`src/rtl/retire_trace_unit_pkg.sv`:
```
// Shared types and entry layout for the retirement trace unit.
// Entry layout from MSB: {kind, inum, pc, reg_idx, value, addr}.
package trace_pkg;

  typedef enum logic [2:0] {
    KIND_REG   = 3'd0,
    KIND_LOAD  = 3'd1,
    KIND_STORE = 3'd2,
    KIND_NOP   = 3'd3,
    KIND_HALT  = 3'd4
  } kind_e;

  typedef enum logic [1:0] {
    ST_IDLE    = 2'd0,
    ST_CAPTURE = 2'd1,
    ST_DRAIN   = 2'd2,
    ST_DONE    = 2'd3
  } state_e;

  localparam int KIND_W   = 3;
  localparam int ADDR_OFF = 0;

  function automatic int entryWidth(input int inumW, input int addrW, input int regW,
                                    input int dataW);
    return KIND_W + inumW + addrW + regW + dataW + addrW;
  endfunction

  // Field offsets are measured from bit 0 of the packed entry.
  function automatic int valueOff(input int addrW);
    return addrW;
  endfunction

  function automatic int regOff(input int addrW, input int dataW);
    return addrW + dataW;
  endfunction

  function automatic int pcOff(input int addrW, input int dataW, input int regW);
    return addrW + dataW + regW;
  endfunction

  function automatic int inumOff(input int addrW, input int dataW, input int regW);
    return 2 * addrW + dataW + regW;
  endfunction

  function automatic int kindOff(input int addrW, input int dataW, input int regW,
                                 input int inumW);
    return 2 * addrW + dataW + regW + inumW;
  endfunction

endpackage

```
`src/rtl/retire_trace_unit_if.sv`:
```
// Retire-event bus from the core plus the trace output stream.
// master = core/consumer side, slave = the trace unit.
interface retire_trace_unit_if #(
  parameter int ADDR_W = 16,
  parameter int DATA_W = 16,
  parameter int REG_W  = 4,
  parameter int INUM_W = 16
);
  localparam int ENTRY_W = trace_pkg::entryWidth(INUM_W, ADDR_W, REG_W, DATA_W);

  logic              ev_valid;
  logic [ADDR_W-1:0] ev_pc;
  logic              ev_reg_write;
  logic [REG_W-1:0]  ev_reg_idx;
  logic [DATA_W-1:0] ev_wdata;
  logic              ev_mem_read;
  logic              ev_mem_write;
  logic [ADDR_W-1:0] ev_mem_addr;
  logic [DATA_W-1:0] ev_mem_data;
  logic              ev_halt;

  logic               out_valid;
  logic               out_ready;
  logic [ENTRY_W-1:0] out_entry;

  modport master (
    output ev_valid, ev_pc, ev_reg_write, ev_reg_idx, ev_wdata,
           ev_mem_read, ev_mem_write, ev_mem_addr, ev_mem_data, ev_halt,
           out_ready,
    input  out_valid, out_entry
  );

  modport slave (
    input  ev_valid, ev_pc, ev_reg_write, ev_reg_idx, ev_wdata,
           ev_mem_read, ev_mem_write, ev_mem_addr, ev_mem_data, ev_halt,
           out_ready,
    output out_valid, out_entry
  );
endinterface

```
`src/rtl/trace_fifo.sv`:
```
// Synchronous FIFO with a registered head: a word pushed at edge N is visible after N.
// Push while full is accepted only when a pop happens at the same edge.
module trace_fifo #(
  parameter int DEPTH = 16,
  parameter int WIDTH = 8
) (
  input  logic                   clk,
  input  logic                   rst,
  input  logic                   clear,
  input  logic                   push,
  input  logic [WIDTH-1:0]       pushData,
  input  logic                   pop,
  output logic [WIDTH-1:0]       head,
  output logic                   full,
  output logic                   empty,
  output logic [$clog2(DEPTH):0] count
);
  localparam int PW = $clog2(DEPTH);
  localparam int CW = PW + 1;

  logic [WIDTH-1:0] mem [DEPTH];
  logic [PW-1:0]    wrPtrReg;
  logic [PW-1:0]    rdPtrReg;
  logic [CW-1:0]    countReg;
  logic [WIDTH-1:0] headReg;
  logic [WIDTH-1:0] headNext;
  logic [PW-1:0]    rdPtrNext;
  logic [CW-1:0]    remaining;
  logic             popFire;
  logic             pushFire;

  assign empty    = (countReg == '0);
  assign full     = (countReg == CW'(DEPTH));
  assign count    = countReg;
  assign head     = headReg;
  assign popFire  = pop & ~empty;
  assign pushFire = push & (~full | popFire);

  assign rdPtrNext = rdPtrReg + PW'(popFire);
  assign remaining = countReg - CW'(popFire);

  // Next head: the incoming word when nothing else is left, else the next stored word.
  always_comb begin
    headNext = '0;
    if (remaining == '0) begin
      if (pushFire) begin
        headNext = pushData;
      end
    end else begin
      headNext = mem[rdPtrNext];
    end
  end

  always_ff @(posedge clk) begin
    if (pushFire) begin
      mem[wrPtrReg] <= pushData;
    end
  end

  always_ff @(posedge clk or posedge rst) begin
    if (rst) begin
      wrPtrReg <= '0;
      rdPtrReg <= '0;
      countReg <= '0;
      headReg  <= '0;
    end else if (clear) begin
      wrPtrReg <= '0;
      rdPtrReg <= '0;
      countReg <= '0;
      headReg  <= '0;
    end else begin
      wrPtrReg <= wrPtrReg + PW'(pushFire);
      rdPtrReg <= rdPtrNext;
      countReg <= countReg + CW'(pushFire) - CW'(popFire);
      headReg  <= headNext;
    end
  end
endmodule

```
`src/rtl/retire_trace_unit.sv`:
```
// Retirement trace capture: classifies retire events, queues them, keeps counters.
// Optional watchdog enabled by defining TRACE_WATCHDOG_EN.
module retire_trace_unit
  import trace_pkg::*;
#(
  parameter int ADDR_W = 16,
  parameter int DATA_W = 16,
  parameter int REG_W  = 4,
  parameter int DEPTH  = 16,
  parameter int CNT_W  = 32,
  parameter int INUM_W = 16
`ifdef TRACE_WATCHDOG_EN
  , parameter int WDOG_LIMIT = 100000
`endif
) (
  input  logic               clk,
  input  logic               rst,
  input  logic               clear,
  input  logic               cap_en,
  retire_trace_unit_if.slave bus,
  output logic [CNT_W-1:0]   inst_count,
  output logic [CNT_W-1:0]   cycle_count,
  output logic [CNT_W-1:0]   ovf_count,
  output logic               ovf_flag,
  output logic [1:0]         state,
  output logic               done
`ifdef TRACE_WATCHDOG_EN
  , output logic             wdog_timeout
`endif
);
  localparam int ENTRY_W   = entryWidth(INUM_W, ADDR_W, REG_W, DATA_W);
  localparam int VALUE_OFF = valueOff(ADDR_W);
  localparam int REG_OFF   = regOff(ADDR_W, DATA_W);
  localparam int PC_OFF    = pcOff(ADDR_W, DATA_W, REG_W);
  localparam int INUM_OFF  = inumOff(ADDR_W, DATA_W, REG_W);
  localparam int KIND_OFF  = kindOff(ADDR_W, DATA_W, REG_W, INUM_W);
  localparam int FCW       = $clog2(DEPTH) + 1;

  state_e             stateReg;
  logic [CNT_W-1:0]   instCountReg;
  logic [CNT_W-1:0]   cycleCountReg;
  logic [CNT_W-1:0]   ovfCountReg;
  logic               ovfFlagReg;
  logic               doneReg;

  logic               capturing;
  logic               captureAbort;
  logic               pushReq;
  logic               pushFire;
  logic               popFire;
  logic               drop;
  logic               fifoFull;
  logic               fifoEmpty;
  logic               fifoClear;
  logic [FCW-1:0]     fifoCount;
  logic [ENTRY_W-1:0] fifoHead;

  kind_e              kind;
  logic [REG_W-1:0]   regIdx;
  logic [DATA_W-1:0]  value;
  logic [ADDR_W-1:0]  addr;
  logic [ENTRY_W-1:0] pushEntry;

  function automatic logic [CNT_W-1:0] satInc(input logic [CNT_W-1:0] v);
    return (&v) ? v : v + CNT_W'(1);
  endfunction

  assign capturing = (stateReg == ST_CAPTURE);

`ifdef TRACE_WATCHDOG_EN
  logic wdogReg;

  // Fires on the edge that brings cycle_count to the limit.
  assign captureAbort = capturing && !(bus.ev_valid && bus.ev_halt)
                        && (cycleCountReg == CNT_W'(WDOG_LIMIT - 1));
  assign wdog_timeout = wdogReg;

  always_ff @(posedge clk or posedge rst) begin
    if (rst) begin
      wdogReg <= 1'b0;
    end else if (clear) begin
      wdogReg <= 1'b0;
    end else if (captureAbort) begin
      wdogReg <= 1'b1;
    end
  end
`else
  assign captureAbort = 1'b0;
`endif

  assign fifoClear = clear | captureAbort;
  assign pushReq   = capturing & bus.ev_valid & ~captureAbort;
  assign popFire   = bus.out_ready & ~fifoEmpty;
  assign drop      = pushReq & fifoFull & ~popFire;
  assign pushFire  = pushReq & ~drop;

  always_comb begin
    kind   = KIND_NOP;
    regIdx = '0;
    value  = '0;
    addr   = '0;
    if (bus.ev_reg_write && bus.ev_mem_read) begin
      kind   = KIND_LOAD;
      regIdx = bus.ev_reg_idx;
      value  = bus.ev_wdata;
      addr   = bus.ev_mem_addr;
    end else if (bus.ev_reg_write) begin
      kind   = KIND_REG;
      regIdx = bus.ev_reg_idx;
      value  = bus.ev_wdata;
    end else if (bus.ev_halt) begin
      kind   = KIND_HALT;
    end else if (bus.ev_mem_write) begin
      kind   = KIND_STORE;
      value  = bus.ev_mem_data;
      addr   = bus.ev_mem_addr;
    end
  end

  always_comb begin
    pushEntry = '0;
    pushEntry[KIND_OFF +: KIND_W]  = kind;
    pushEntry[INUM_OFF +: INUM_W]  = instCountReg[INUM_W-1:0];
    pushEntry[PC_OFF +: ADDR_W]    = bus.ev_pc;
    pushEntry[REG_OFF +: REG_W]    = regIdx;
    pushEntry[VALUE_OFF +: DATA_W] = value;
    pushEntry[ADDR_OFF +: ADDR_W]  = addr;
  end

  trace_fifo #(
    .DEPTH (DEPTH),
    .WIDTH (ENTRY_W)
  ) u_fifo (
    .clk      (clk),
    .rst      (rst),
    .clear    (fifoClear),
    .push     (pushReq),
    .pushData (pushEntry),
    .pop      (bus.out_ready),
    .head     (fifoHead),
    .full     (fifoFull),
    .empty    (fifoEmpty),
    .count    (fifoCount)
  );

  assign bus.out_valid = ~fifoEmpty;
  assign bus.out_entry = fifoHead;

  always_ff @(posedge clk or posedge rst) begin
    if (rst) begin
      stateReg      <= ST_IDLE;
      doneReg       <= 1'b0;
      instCountReg  <= '0;
      cycleCountReg <= '0;
      ovfCountReg   <= '0;
      ovfFlagReg    <= 1'b0;
    end else if (clear) begin
      stateReg      <= ST_IDLE;
      doneReg       <= 1'b0;
      instCountReg  <= '0;
      cycleCountReg <= '0;
      ovfCountReg   <= '0;
      ovfFlagReg    <= 1'b0;
    end else begin
      if (pushFire) begin
        instCountReg <= satInc(instCountReg);
      end
      if (drop) begin
        ovfCountReg <= satInc(ovfCountReg);
        ovfFlagReg  <= 1'b1;
      end
      if (capturing) begin
        cycleCountReg <= satInc(cycleCountReg);
      end

      case (stateReg)
        ST_IDLE: begin
          if (cap_en) begin
            stateReg <= ST_CAPTURE;
          end
        end
        ST_CAPTURE: begin
          // A halt moves to DRAIN even when its entry was dropped.
          if (captureAbort) begin
            stateReg <= ST_DONE;
            doneReg  <= 1'b1;
          end else if (bus.ev_valid && bus.ev_halt) begin
            stateReg <= ST_DRAIN;
          end else if (!cap_en) begin
            stateReg <= ST_IDLE;
          end
        end
        ST_DRAIN: begin
          if (fifoEmpty || (popFire && fifoCount == FCW'(1))) begin
            stateReg <= ST_DONE;
            doneReg  <= 1'b1;
          end
        end
        default: begin
          stateReg <= ST_DONE;
        end
      endcase
    end
  end

  assign inst_count  = instCountReg;
  assign cycle_count = cycleCountReg;
  assign ovf_count   = ovfCountReg;
  assign ovf_flag    = ovfFlagReg;
  assign state       = stateReg;
  assign done        = doneReg;
endmodule

```
`src/flat_wrapper.sv`:
```
// flat-port wrapper written by rule: the top's interface ports become plain ports
module retire_trace_unit_flat import trace_pkg::*;
#(
  parameter int ADDR_W = 16,
  parameter int DATA_W = 16,
  parameter int REG_W  = 4,
  parameter int DEPTH  = 16,
  parameter int CNT_W  = 32,
  parameter int INUM_W = 16

)
  (clk, rst, clear, cap_en, inst_count, cycle_count, ovf_count, ovf_flag, state, done, bus_ev_valid, bus_ev_pc, bus_ev_reg_write, bus_ev_reg_idx, bus_ev_wdata, bus_ev_mem_read, bus_ev_mem_write, bus_ev_mem_addr, bus_ev_mem_data, bus_ev_halt, bus_out_ready, bus_out_valid, bus_out_entry);
  retire_trace_unit_if #(.ADDR_W(ADDR_W), .DATA_W(DATA_W), .REG_W(REG_W), .INUM_W(INUM_W)) bus_i ();
  input  logic clk;
  input  logic rst;
  input  logic clear;
  input  logic cap_en;
  output logic [CNT_W-1:0] inst_count;
  output logic [CNT_W-1:0] cycle_count;
  output logic [CNT_W-1:0] ovf_count;
  output logic ovf_flag;
  output logic [1:0] state;
  output logic done;
  input wire logic [$bits(bus_i.ev_valid)-1:0] bus_ev_valid;
  input wire logic [$bits(bus_i.ev_pc)-1:0] bus_ev_pc;
  input wire logic [$bits(bus_i.ev_reg_write)-1:0] bus_ev_reg_write;
  input wire logic [$bits(bus_i.ev_reg_idx)-1:0] bus_ev_reg_idx;
  input wire logic [$bits(bus_i.ev_wdata)-1:0] bus_ev_wdata;
  input wire logic [$bits(bus_i.ev_mem_read)-1:0] bus_ev_mem_read;
  input wire logic [$bits(bus_i.ev_mem_write)-1:0] bus_ev_mem_write;
  input wire logic [$bits(bus_i.ev_mem_addr)-1:0] bus_ev_mem_addr;
  input wire logic [$bits(bus_i.ev_mem_data)-1:0] bus_ev_mem_data;
  input wire logic [$bits(bus_i.ev_halt)-1:0] bus_ev_halt;
  input wire logic [$bits(bus_i.out_ready)-1:0] bus_out_ready;
  output wire logic [$bits(bus_i.out_valid)-1:0] bus_out_valid;
  output wire logic [$bits(bus_i.out_entry)-1:0] bus_out_entry;
  assign bus_i.ev_valid = bus_ev_valid;
  assign bus_i.ev_pc = bus_ev_pc;
  assign bus_i.ev_reg_write = bus_ev_reg_write;
  assign bus_i.ev_reg_idx = bus_ev_reg_idx;
  assign bus_i.ev_wdata = bus_ev_wdata;
  assign bus_i.ev_mem_read = bus_ev_mem_read;
  assign bus_i.ev_mem_write = bus_ev_mem_write;
  assign bus_i.ev_mem_addr = bus_ev_mem_addr;
  assign bus_i.ev_mem_data = bus_ev_mem_data;
  assign bus_i.ev_halt = bus_ev_halt;
  assign bus_i.out_ready = bus_out_ready;
  assign bus_out_valid = bus_i.out_valid;
  assign bus_out_entry = bus_i.out_entry;
  retire_trace_unit #(.ADDR_W(ADDR_W), .DATA_W(DATA_W), .REG_W(REG_W), .DEPTH(DEPTH), .CNT_W(CNT_W), .INUM_W(INUM_W)) u_core (.clk(clk), .rst(rst), .clear(clear), .cap_en(cap_en), .bus(bus_i), .inst_count(inst_count), .cycle_count(cycle_count), .ovf_count(ovf_count), .ovf_flag(ovf_flag), .state(state), .done(done));
endmodule
```
`config.mk`:
```
export PLATFORM = sky130hd
export DESIGN_NAME = retire_trace_unit_flat
export DESIGN_NICKNAME = d
export VERILOG_FILES = /design/src/rtl/retire_trace_unit_pkg.sv /design/src/rtl/retire_trace_unit_if.sv /design/src/rtl/trace_fifo.sv /design/src/rtl/retire_trace_unit.sv /design/src/flat_wrapper.sv
export SDC_FILE = /design/constraint.sdc
export NUM_CORES = 1
export LEC_CHECK = 0
export BUFFER_PORTS_ARGS = -buffer_cell sky130_fd_sc_hd__buf_4
export CORE_ASPECT_RATIO = 0.7
export CORE_MARGIN = 4
export CORE_UTILIZATION = 45
export CTS_BUF_LIST = sky130_fd_sc_hd__clkbuf_2 sky130_fd_sc_hd__clkbuf_4 sky130_fd_sc_hd__clkbuf_8
export DETAILED_ROUTE_END_ITERATION = 6
export PLACE_DENSITY = 0.72
export SKIP_LAST_GASP = 1
export SLEW_MARGIN = 25
export SYNTH_ARGS = -nofsm -noshare
export SYNTH_HDL_FRONTEND = slang
export SYNTH_SLANG_ARGS = --single-unit
```
`constraint.sdc`:
```
create_clock -name clk -period 8.8 [get_ports clk]
set_clock_uncertainty 0.2 [all_clocks]
set_input_delay 0.44 -clock clk [delete_from_list [all_inputs] [get_ports clk]]
set_output_delay 0.44 -clock clk [all_outputs]
set_load 0.01 [all_outputs]
```
==> results.cfg, run 1 <==
[clocking]
cts.path.max_buffers = 3
cts_root_buf = clkbuf_8
h-tree-depth = 4
tritoncts = yes
clk_latency_ps = 860
clock-sinks = 1320
cts_inserted_buffers = 188
path_clk_slew_ps = 70
cts_setup_buffers = 0
cts.repair.resized = 0
hold_buffers = 48

[sta]
fin_setup_tns_ps = 0
final_hold_viol_count = 0
finalMaxSlewViolations = 0
setup_violations = 0
max_slew_margin_pct = 28.41
timing.hold.ws_ps = 91.55
rsz0062_at_grt = no
finalCritPeriodShare_pct = 54.75
fmax_mhz = 207.6
worstMarginPinSlew_ps = 1074
setup_slack_ps = 3982
min_period_ps = 4818

[critical_path]
crit_slowest_cell = buf_4
regToRegStartpoint = u_core.u_fifo.count[2]$_DFF_PP0_
endpoint_kind = flop
max_stage_delay_ps = 850
rrSetupSlack_ps = 3980
endpoint = u_core.u_fifo.head[14]$_DFF_PP0_
required_ps = 9340
cp.arrival_ps = 5350
critPathLaunch = u_core.u_fifo.count[2]$_DFF_PP0_
critical_path.startpoint_type = flop
r2r_end = u_core.u_fifo.head[14]$_DFF_PP0_
worstPathCellList = inv_1 -> ha_1 -> nand2b_1 -> or3_1 -> and2_1 -> ha_4 -> ha_4 -> buf_16 -> buf_4 -> mux4_2 -> mux4_2 -> a22o_1
rr_worst_depth = 12
crit_type = reg -> reg
cp_max_fo = 73

[global_routing]
grt.busiest_layer = met2
grtUsageTotal_pct = 20.38
grt_first_pass_wirelength_mm = 183.2
grt_max_degree = 143
grtUsageMet1_pct = 28.67
grt_pass1_vias = 28230
antenna_found_initial = 3
overflow = 0
use_met3_pct = 3.731
grt_use_met2_pct = 32.52

[die]
fp.dieW_um = 413.8
design.core.area_sq_um = 113500
die_area_sq_um = 120900
die_y_um = 292.1
rows = 103
pin_count = 250
start_util_pct = 45.70

[placed_design]
postPlaceCellArea_sq_um = 55600
dp_slack_ps = 3761
numPortBuffers = 249
routabilityCongestion = 0.8530
dpl.hpwl_mm = 63.47

[power]
p_clk_share_pct = 30.7
total_leakage_power_nw = 20.42
seq_power_share_pct = 44.4
p_per_area_nw_per_um2 = 267.7
p_sw_share_pct = 26.18
max-vdd-ir-drop_mv = 0.3427
pwr-share-comb_pct = 24.8
power.internal_w = 0.01187
netSwitchingPower_w = 0.004209

[yosys]
synth_area_sq_um = 51880
synth-seq-area-share_pct = 74.62
synth_top_area_share_pct = 65.75
async_flop_share_pct = 13.94
synthTopCellsByCount = edfxtp_1, mux4_2, dfrtp_1
post-synth-top-area-cell = edfxtp_1
synthXorXnorAreaFrac_pct = 0.6246
synth-warning-count = 0
syn_avg_cell_area_sq_um = 20.64
yosysMostFrequentCell = edfxtp_1
ys_ff_latch = 1320
ys_top_cells_by_area = edfxtp_1, mux4_2, dfrtp_1
ys.flop_type = edfxtp_1
synth.net_count = 2608
synthCells = 2514
synth_compound_gate_area_share_pct = 3.379
yosys.area_share.simple_pct = 3.892
synth_edf_count = 1136
synth_fa_ha_area_share_pct = 0.4003
synth_mux_area_share_pct = 15.58
ys_types = 57
synth_top_family_by_area = multiplexers

[cells_and_area]
n_fill_cell = 8557
final_layout_size_suffix_gt1_share_pct = 33.27
fin_util_pct = 52.88
stdcell_area_sq_um = 60040
num-nets-final = 2995
area_growth_pct = 15.73

[route]
dr.pass1.iters = 5
wl_per_cell_um = 26.85
detail_route.vias_per_cell = 5.946
drtAntennaViolNets = 0
initialDrtViolationCount = 3189
drc_errors = 0
wl_mm = 123.0
num_vias = 27240

[min_path]
hold_path.class = in -> reg

[outcome]
status = finished, final reports clean

[flow_run]
maxCapViolCount = 0
## through the flow
stage | total power [W] | cells
detailed placement | 0.01131 | 4183
finish | 0.01608 | 4581
global route | 0.01682 | 4581
floorplan | 0.01026 | 2514
CTS | 0.01627 | 4577
global placement | 0.01123 | 4181
## layer usage
layer	vias to the layer above	wire (um)	part of all wire, %
met5	-	0	0
met1	14410	49580	40
li1	11290	-	-
met2	1300	60300	49
met4	0	3266	2.7
met3	241	9862	8.0
## worst min-delay path by stage
stage | endpoint | slack (ps) | startpoint | cells after the start
after floorplan | u_core.done$_DFFE_PP0P_ | 330 | u_core.done$_DFFE_PP0P_ | 2
after global placement | u_core.ovf_flag$_DFFE_PP0P_ | 280 | u_core.ovf_flag$_DFFE_PP0P_ | 2
after detailed placement | u_core.ovf_flag$_DFFE_PP0P_ | 300 | u_core.ovf_flag$_DFFE_PP0P_ | 2
after CTS | u_core.u_fifo.mem[14][28]$_DFFE_PP_ | 3 | bus_ev_mem_data[12] | 2
after global routing | u_core.u_fifo.mem[7][25]$_DFFE_PP_ | 90 | bus_ev_mem_data[9] | 2
final | u_core.u_fifo.mem[14][28]$_DFFE_PP_ | 90 | bus_ev_mem_data[12] | 2
## sequential cells by signal, summed over array words and instances, names as in the netlist
name	cells
u_core.u_fifo.wrPtrReg	4
u_core.u_fifo.count	5
u_core.u_fifo.mem	1136
u_core.ovf_flag	1
u_core.u_fifo.head	71
u_core.state	2
u_core.cycle_count	32
u_core.inst_count	32
u_core.ovf_count	32
u_core.u_fifo.rdPtrReg	4
u_core.done	1
## cell families (layout without fill, tap and decap cells)
family | after synthesis | count (layout)
other cells | 0 | 2
mux | 363 | 363
compound gates | 248 | 248
flops | 1320 | 1320
simple gates | 355 | 355
fa+ha+maj | 16 | 16
buf+inv | 175 | 718
xor+xnor | 37 | 37
## power groups by stage
stage / sequential (W) / combinational (W) / clock (W)
2_1_floorplan: 0.00726 / 0.00300 / 0
5_1_grt: 0.00716 / 0.00430 / 0.00536
3_3_place_gp: 0.00728 / 0.00395 / 0
3_5_place_dp: 0.00727 / 0.00404 / 0
4_1_cts: 0.00715 / 0.00407 / 0.00505
6_report: 0.00714 / 0.00399 / 0.00494
## critical path: cells and delay by family, from the launching register on
kind | cells | cell delay, ps
AO/OA/AOI/OAI | 1 | 190
adder cells (fa/ha/maj) | 3 | 890
buffers and inverters | 3 | 1300
flip-flops | 1 | 420
multiplexers | 2 | 920
AND/OR/NAND/NOR | 3 | 640
## layout make-up
| type | count | area, sq um | share of cell area [%] |
|---|---|---|---|
| sequential | 1320 | 38720 | 64.48 |
| multi-input combinational | 1019 | 12580 | 20.96 |
| clock buffer | 275 | 3341 | 5.564 |
| timing repair buffer | 349 | 2849 | 4.745 |
| tap | 1522 | 1904 | 3.172 |
| clock inverter | 71 | 550.5 | 0.9169 |
| inverter | 23 | 93.84 | 0.1563 |
| antenna | 2 | 5.005 | 0.008335 |
## layout by cell type (no fill, tap or decap), types with 5 or more instances in the layout
master         count
nand2b_1           6
nor2b_1           13
or2_2              7
and3_1            12
o21ai_0           21
o31ai_1           28
bufinv_16          7
nor2_1            47
nor4_1            13
nand3_1           41
nor2_4            12
dfrtp_1          184
a21oi_1           75
a22o_1            87
clkbuf_8         204
nor3_1            14
edfxtp_1        1136
or3_1             22
and4_1             7
xor2_1            23
clkbuf_4          71
nand2_1           47
clkinv_1          35
ha_1              13
xnor2_1           12
buf_4            290
mux2_2             7
buf_6              5
inv_6              5
dlygate4sd3_1     48
clkinv_2          16
nand4_1           34
mux4_2           355
inv_1             22
and2_1            27
or4_1             30
Power figures use the tool's default switching activity.
==> inputs of run 2 (changes only) <==
==> constraint.sdc (replaced) <==
create_clock -name clk -period 5.1 [get_ports clk]
set_clock_uncertainty 0.2 [all_clocks]
set_input_delay 0.255 -clock clk [delete_from_list [all_inputs] [get_ports clk]]
set_output_delay 0.255 -clock clk [all_outputs]
set_load 0.01 [all_outputs]
==> results.cfg, run 2 (synthesis results as in run 1) <==
[critical_path]
worstPathCellList = inv_1 -> ha_1 -> nand2b_1 -> or3_1 -> and2_1 -> ha_1 -> nor3_1 -> a31oi_1 -> nor3b_1 -> and4_4 -> buf_4 -> a22o_1
endpoint_kind = flop
critPathLaunch = u_core.u_fifo.count[2]$_DFF_PP0_
required_ps = 5680
rr_worst_depth = 12
cp.arrival_ps = 4640
regToRegStartpoint = u_core.u_fifo.count[2]$_DFF_PP0_
crit_slowest_cell = and4_4
cp_max_fo = 23
max_stage_delay_ps = 710
rrSetupSlack_ps = 1040
endpoint = u_core.u_fifo.head[52]$_DFF_PP0_
crit_type = reg -> reg
crit_path_frequent_cell = ha_1
r2r_end = u_core.u_fifo.head[52]$_DFF_PP0_
critical_path.startpoint_type = flop

[cells_and_area]
final_cell_mix = edfxtp_1, mux4_2, buf_4
num-nets-final = 3069
n_fill_cell = 8515
top_register = u_core.u_fifo.mem
layout_commonest_cell = edfxtp_1
stdcell_area_sq_um = 61100
final_layout_size_suffix_gt1_share_pct = 33.66
largest_reg_flops = 1136
area_growth_pct = 17.76

[clocking]
cts.repair.resized = 0
cts_inserted_buffers = 192
clock-sinks = 1320
cts_root_buf = clkbuf_8
cts.path.max_buffers = 3
clk_latency_ps = 870
h-tree-depth = 4
tritoncts = yes
path_clk_slew_ps = 70

[outcome]
status = finished, final reports clean

[placed_design]
postPlaceCellArea_sq_um = 56100
dpl.hpwl_mm = 66.94
numPortBuffers = 249
routabilityCongestion = 0.8479

[route]
num_vias = 27560
wl_mm = 125.1
detail_route.vias_per_cell = 5.909
drc_errors = 0
dr.pass1.iters = 5
initialDrtViolationCount = 3515
wl_per_cell_um = 26.83
wl_met3_mm = 9.473
drtAntennaViolNets = 0
route.layer.met1.wl_mm = 49.91
routed.top_layer = met4
wl_met2_mm = 62.52

[die]
start_util_pct = 45.70
die_area_sq_um = 120900
die_y_um = 292.1
fp.dieW_um = 413.8
design.core.area_sq_um = 113500
pin_count = 250
rows = 103

[sta]
finalMaxSlewViolations = 0
setup_violations = 0
finalCritPeriodShare_pct = 79.61
min_period_ps = 4060
fin_setup_tns_ps = 0
fmax_mhz = 246.3
max_slew_margin_pct = 30.81
worstMarginPinSlew_ps = 1029
final_hold_viol_count = 0
rsz0062_at_grt = no

[global_routing]
grt_pass1_vias = 28370
antenna_found_initial = 3
grtUsageTotal_pct = 20.76
grt_max_degree = 147
overflow = 0
grt_first_pass_wirelength_mm = 186.6

[flow_run]
maxCapViolCount = 0

[min_path]
hold_path.class = in -> reg

[power]
p_per_area_nw_per_um2 = 456.9
total_power_w = 0.02791
total_leakage_power_nw = 20.86
max-vdd-ir-drop_mv = 0.4633
-- run 2: critical path: cells and delay by family, from the launching register on --
family                   cells  cell delay, ps
AND/OR/NAND/NOR              6            1930
buffers and inverters        2             650
adder cells (fa/ha/maj)      2             430
flip-flops                   1             410
AO/OA/AOI/OAI                2             330
-- run 2: worst min-delay path by stage --
| stage | from | endpoint | slack, ps | depth (start not counted) |
|---|---|---|---|---|
| after global placement | rst | u_core.u_fifo.head[51]$_DFF_PP0_ | 190 | 2 |
| after global routing | bus_ev_pc[2] | u_core.u_fifo.mem[0][38]$_DFFE_PP_ | 90 | 2 |
| after detailed placement | rst | u_core.u_fifo.head[51]$_DFF_PP0_ | 190 | 2 |
| final | bus_ev_pc[2] | u_core.u_fifo.mem[0][38]$_DFFE_PP_ | 80 | 2 |
| after CTS | bus_ev_pc[2] | u_core.u_fifo.mem[0][38]$_DFFE_PP_ | 20 | 2 |
| after floorplan | bus_ev_pc[0] | u_core.u_fifo.mem[0][36]$_DFFE_PP_ | 150 | 0 |
-- run 2: stage by stage --
stage	setup WS (ps)	hold slack [ps]	cells	utilization [%]
floorplan	-87.26	153.9	2514	-
global placement	1085	193.4	4198	49.34
detailed placement	1041	191.1	4200	49.41
CTS	1013	15.48	4661	53.79
global route	807.1	85.74	4663	53.81
finish	1040	79.81	4664	53.81
-- run 2: cell type report --
class                      count  area [sq um]  share of cell area [%]
sequential                  1320         38720                   63.37
antenna                        2         5.005                0.008192
timing repair buffer         419          3807                   6.232
clock buffer                 305          3641                   5.959
inverter                      23         90.09                  0.1474
multi-input combinational   1019         12620                   20.65
tap                         1522          1904                   3.117
clock inverter                54         312.8                  0.5120
-- run 2: repair_timing --
item,in CTS,in global routing
hold endpoints to repair,1133,0
setup buffers,0,0
hold buffers,102,0
-- run 2: metal layers --
| layer | track usage (%) | up-vias |
|---|---|---|
| met1 | 28.85 | 14640 |
| li1 | - | 11450 |
| met2 | 33.74 | 1244 |
| met4 | 6.686 | 0 |
| met3 | 3.596 | 223 |
| met5 | 0 | - |
-- run 2: report_power, final --
| group | total [W] | internal, W | switching, W | leakage [nW] |
|---|---|---|---|---|
| Clock | 0.00853 | 0.00455 | 0.00398 | 2.11 |
| Combinational | 0.00706 | 0.00398 | 0.00308 | 5.71 |
| Sequential | 0.0123 | 0.0121 | 0.000265 | 13.0 |
| Total | 0.0279 | 0.0206 | 0.00732 | 20.9 |
==> inputs of run 3 (changes only) <==
==> constraint.sdc (replaced) <==
create_clock -name clk -period 4 [get_ports clk]
set_clock_uncertainty 0.2 [all_clocks]
set_input_delay 0.2 -clock clk [delete_from_list [all_inputs] [get_ports clk]]
set_output_delay 0.2 -clock clk [all_outputs]
set_load 0.01 [all_outputs]
==> results.cfg, run 3 (synthesis results as in run 1) <==
[sta]
min_period_ps = 3841
worstMarginPinSlew_ps = 994.6
final_hold_viol_count = 0
fmax_mhz = 260.3
finalCritPeriodShare_pct = 96.03
max_slew_margin_pct = 33.08
setup_violations = 0
finalMaxSlewViolations = 0
rsz0062_at_grt = yes

[route]
drc_errors = 0
dr.pass1.iters = 6
wl_mm = 125.7
detail_route.vias_per_cell = 5.874
drtAntennaViolNets = 0
num_vias = 27580
wl_per_cell_um = 26.78
initialDrtViolationCount = 3067

[global_routing]
grt_max_degree = 124
antenna_found_initial = 2
grt_first_pass_wirelength_mm = 187.0
grt_pass1_vias = 28650
grtUsageMet1_pct = 28.80
overflow = 0
grt_use_met2_pct = 33.41
use_met3_pct = 4.221
grt.busiest_layer = met2
grtUsageTotal_pct = 20.85

[critical_path]
r2r_end = u_core.u_fifo.head[70]$_DFF_PP0_
required_ps = 4530
rr_worst_depth = 11
endpoint_kind = flop
rrSetupSlack_ps = 160
critical_path.startpoint_type = flop
cp.arrival_ps = 4370
regToRegStartpoint = u_core.u_fifo.count[2]$_DFF_PP0_
cp_max_fo = 26
crit_type = reg -> reg

[flow_run]
maxCapViolCount = 0

[clocking]
cts_inserted_buffers = 190
cts_setup_buffers = 0
path_clk_slew_ps = 60
cts.path.max_buffers = 3
tritoncts = yes
clock-sinks = 1320
clk_latency_ps = 880
h-tree-depth = 4
cts_root_buf = clkbuf_8

[die]
design.core.area_sq_um = 113500
fp.dieW_um = 413.8
die_y_um = 292.1
die_area_sq_um = 120900
rows = 103
start_util_pct = 45.70
pin_count = 250

[min_path]
holdPathStages = 2
hold_path.class = in -> reg
holdPathEnd = u_core.u_fifo.mem[6][43]$_DFFE_PP_
hp-start = bus_ev_pc[7]

[placed_design]
postPlaceCellArea_sq_um = 56660
routabilityCongestion = 0.8286
numPortBuffers = 249
dpl.hpwl_mm = 67.45

[cells_and_area]
multi_input_area_sq_um = 12590
n_fill_cell = 8390
seqCellArea_sq_um = 38720
area_growth_pct = 19.01
largest_reg_flops = 1136
final_cell_mix = edfxtp_1, mux4_2, buf_4
stdcell_area_sq_um = 61750
num-nets-final = 3105
fin_util_pct = 54.39
top_register = u_core.u_fifo.mem
final_layout_size_suffix_gt1_share_pct = 34.08
layout_commonest_cell = edfxtp_1

[outcome]
status = finished, final reports clean

[power]
max-vdd-ir-drop_mv = 0.4053
total_leakage_power_nw = 21.17
p_per_area_nw_per_um2 = 590.1
==> run 3: cell types whose count changed in the layout (fill, tap and decap cells not counted), sizes merged <==
| cell | before | now |
|---|---|---|
| buf | 317 | 352 |
| clkbuf | 305 | 289 |
| clkinv | 38 | 48 |
| bufinv | 0 | 5 |
| clkinvlp | 6 | 4 |
| dlygate4sd3 | 102 | 104 |
| inv | 33 | 31 |
| diode | 2 | 1 |
==> run 3: per-stage QoR <==
stage / TNS [ps] / setup WS (ps) / power (W) / instances / hold slack (ps)
3_3_place_gp: 0 / 249.5 / 0.02538 / 4236 / -37.19
5_1_grt: -1.745 / -1.390 / 0.03811 / 4695 / 79.40
2_1_floorplan: -1112650 / -1187 / 0.02256 / 2514 / 98.87
4_1_cts: 0 / 137.9 / 0.03679 / 4693 / 12.18
6_report: 0 / 158.7 / 0.03644 / 4695 / 100.5
3_5_place_dp: 0 / 182.4 / 0.02564 / 4236 / -42.77
==> run 3: metal layers <==
| metal | up-vias | share of wire (%) |
|---|---|---|
| li1 | 11520 | - |
| met1 | 14470 | 40 |
| met2 | 1367 | 49 |
| met3 | 222 | 8.3 |
| met4 | 0 | 2.6 |
| met5 | - | 0 |
==> run 3: worst max-delay path by stage <==
| stage | from | end | slack [ps] | cells past startpoint |
|---|---|---|---|---|
| detailed placement | u_core.u_fifo.count[2]$_DFF_PP0_ | u_core.u_fifo.head[17]$_DFF_PP0_ | 180 | 11 |
| CTS | u_core.u_fifo.count[2]$_DFF_PP0_ | u_core.u_fifo.head[16]$_DFF_PP0_ | 140 | 11 |
| finish | u_core.u_fifo.count[2]$_DFF_PP0_ | u_core.u_fifo.head[70]$_DFF_PP0_ | 160 | 11 |
| global placement | u_core.u_fifo.count[2]$_DFF_PP0_ | u_core.u_fifo.head[68]$_DFF_PP0_ | 250 | 11 |
| global route | u_core.u_fifo.count[2]$_DFF_PP0_ | u_core.u_fifo.head[37]$_DFF_PP0_ | -1 | 11 |
| floorplan | u_core.u_fifo.count[3]$_DFF_PP0_ | u_core.u_fifo.mem[9][0]$_DFFE_PP_ | -1190 | 7 |
==> run 3: layout make-up <==
class	instances	area share, %
sequential	1320	62.70
inverter	23	0.1459
clock buffer	288	5.670
timing repair buffer	457	7.185
multi-input combinational	1019	20.40
clock inverter	65	0.8125
tap	1522	3.084
antenna	1	0.004053
==> run 3: critical path, stage by stage, from the launching register on <==
cell and delay [ps]:
dfrtp_1 420, inv_1 160, ha_1 210, nand2b_1 70, or3_1 360, and2_1 210, ha_4 330, buf_12 200
buf_12 250, mux4_2 560, mux4_2 500, a22o_1 200
==> run 3: power by group <==
| group | total [W] | switching, W | internal (W) | leakage, nW |
|---|---|---|---|---|
| clock network | 0.0111 | 0.00515 | 0.00595 | 2.13 |
| registers | 0.0157 | 0.000340 | 0.0154 | 13.0 |
| logic | 0.00964 | 0.00409 | 0.00554 | 6.00 |
==> run 3: timing repair <==
item | 4_1_cts | 5_1_grt
hold endpoints to repair | 1215 | 0
endpoints found under the setup margin | 0 | 6
hold buffers | 104 | 0
gates resized for setup | 0 | 2
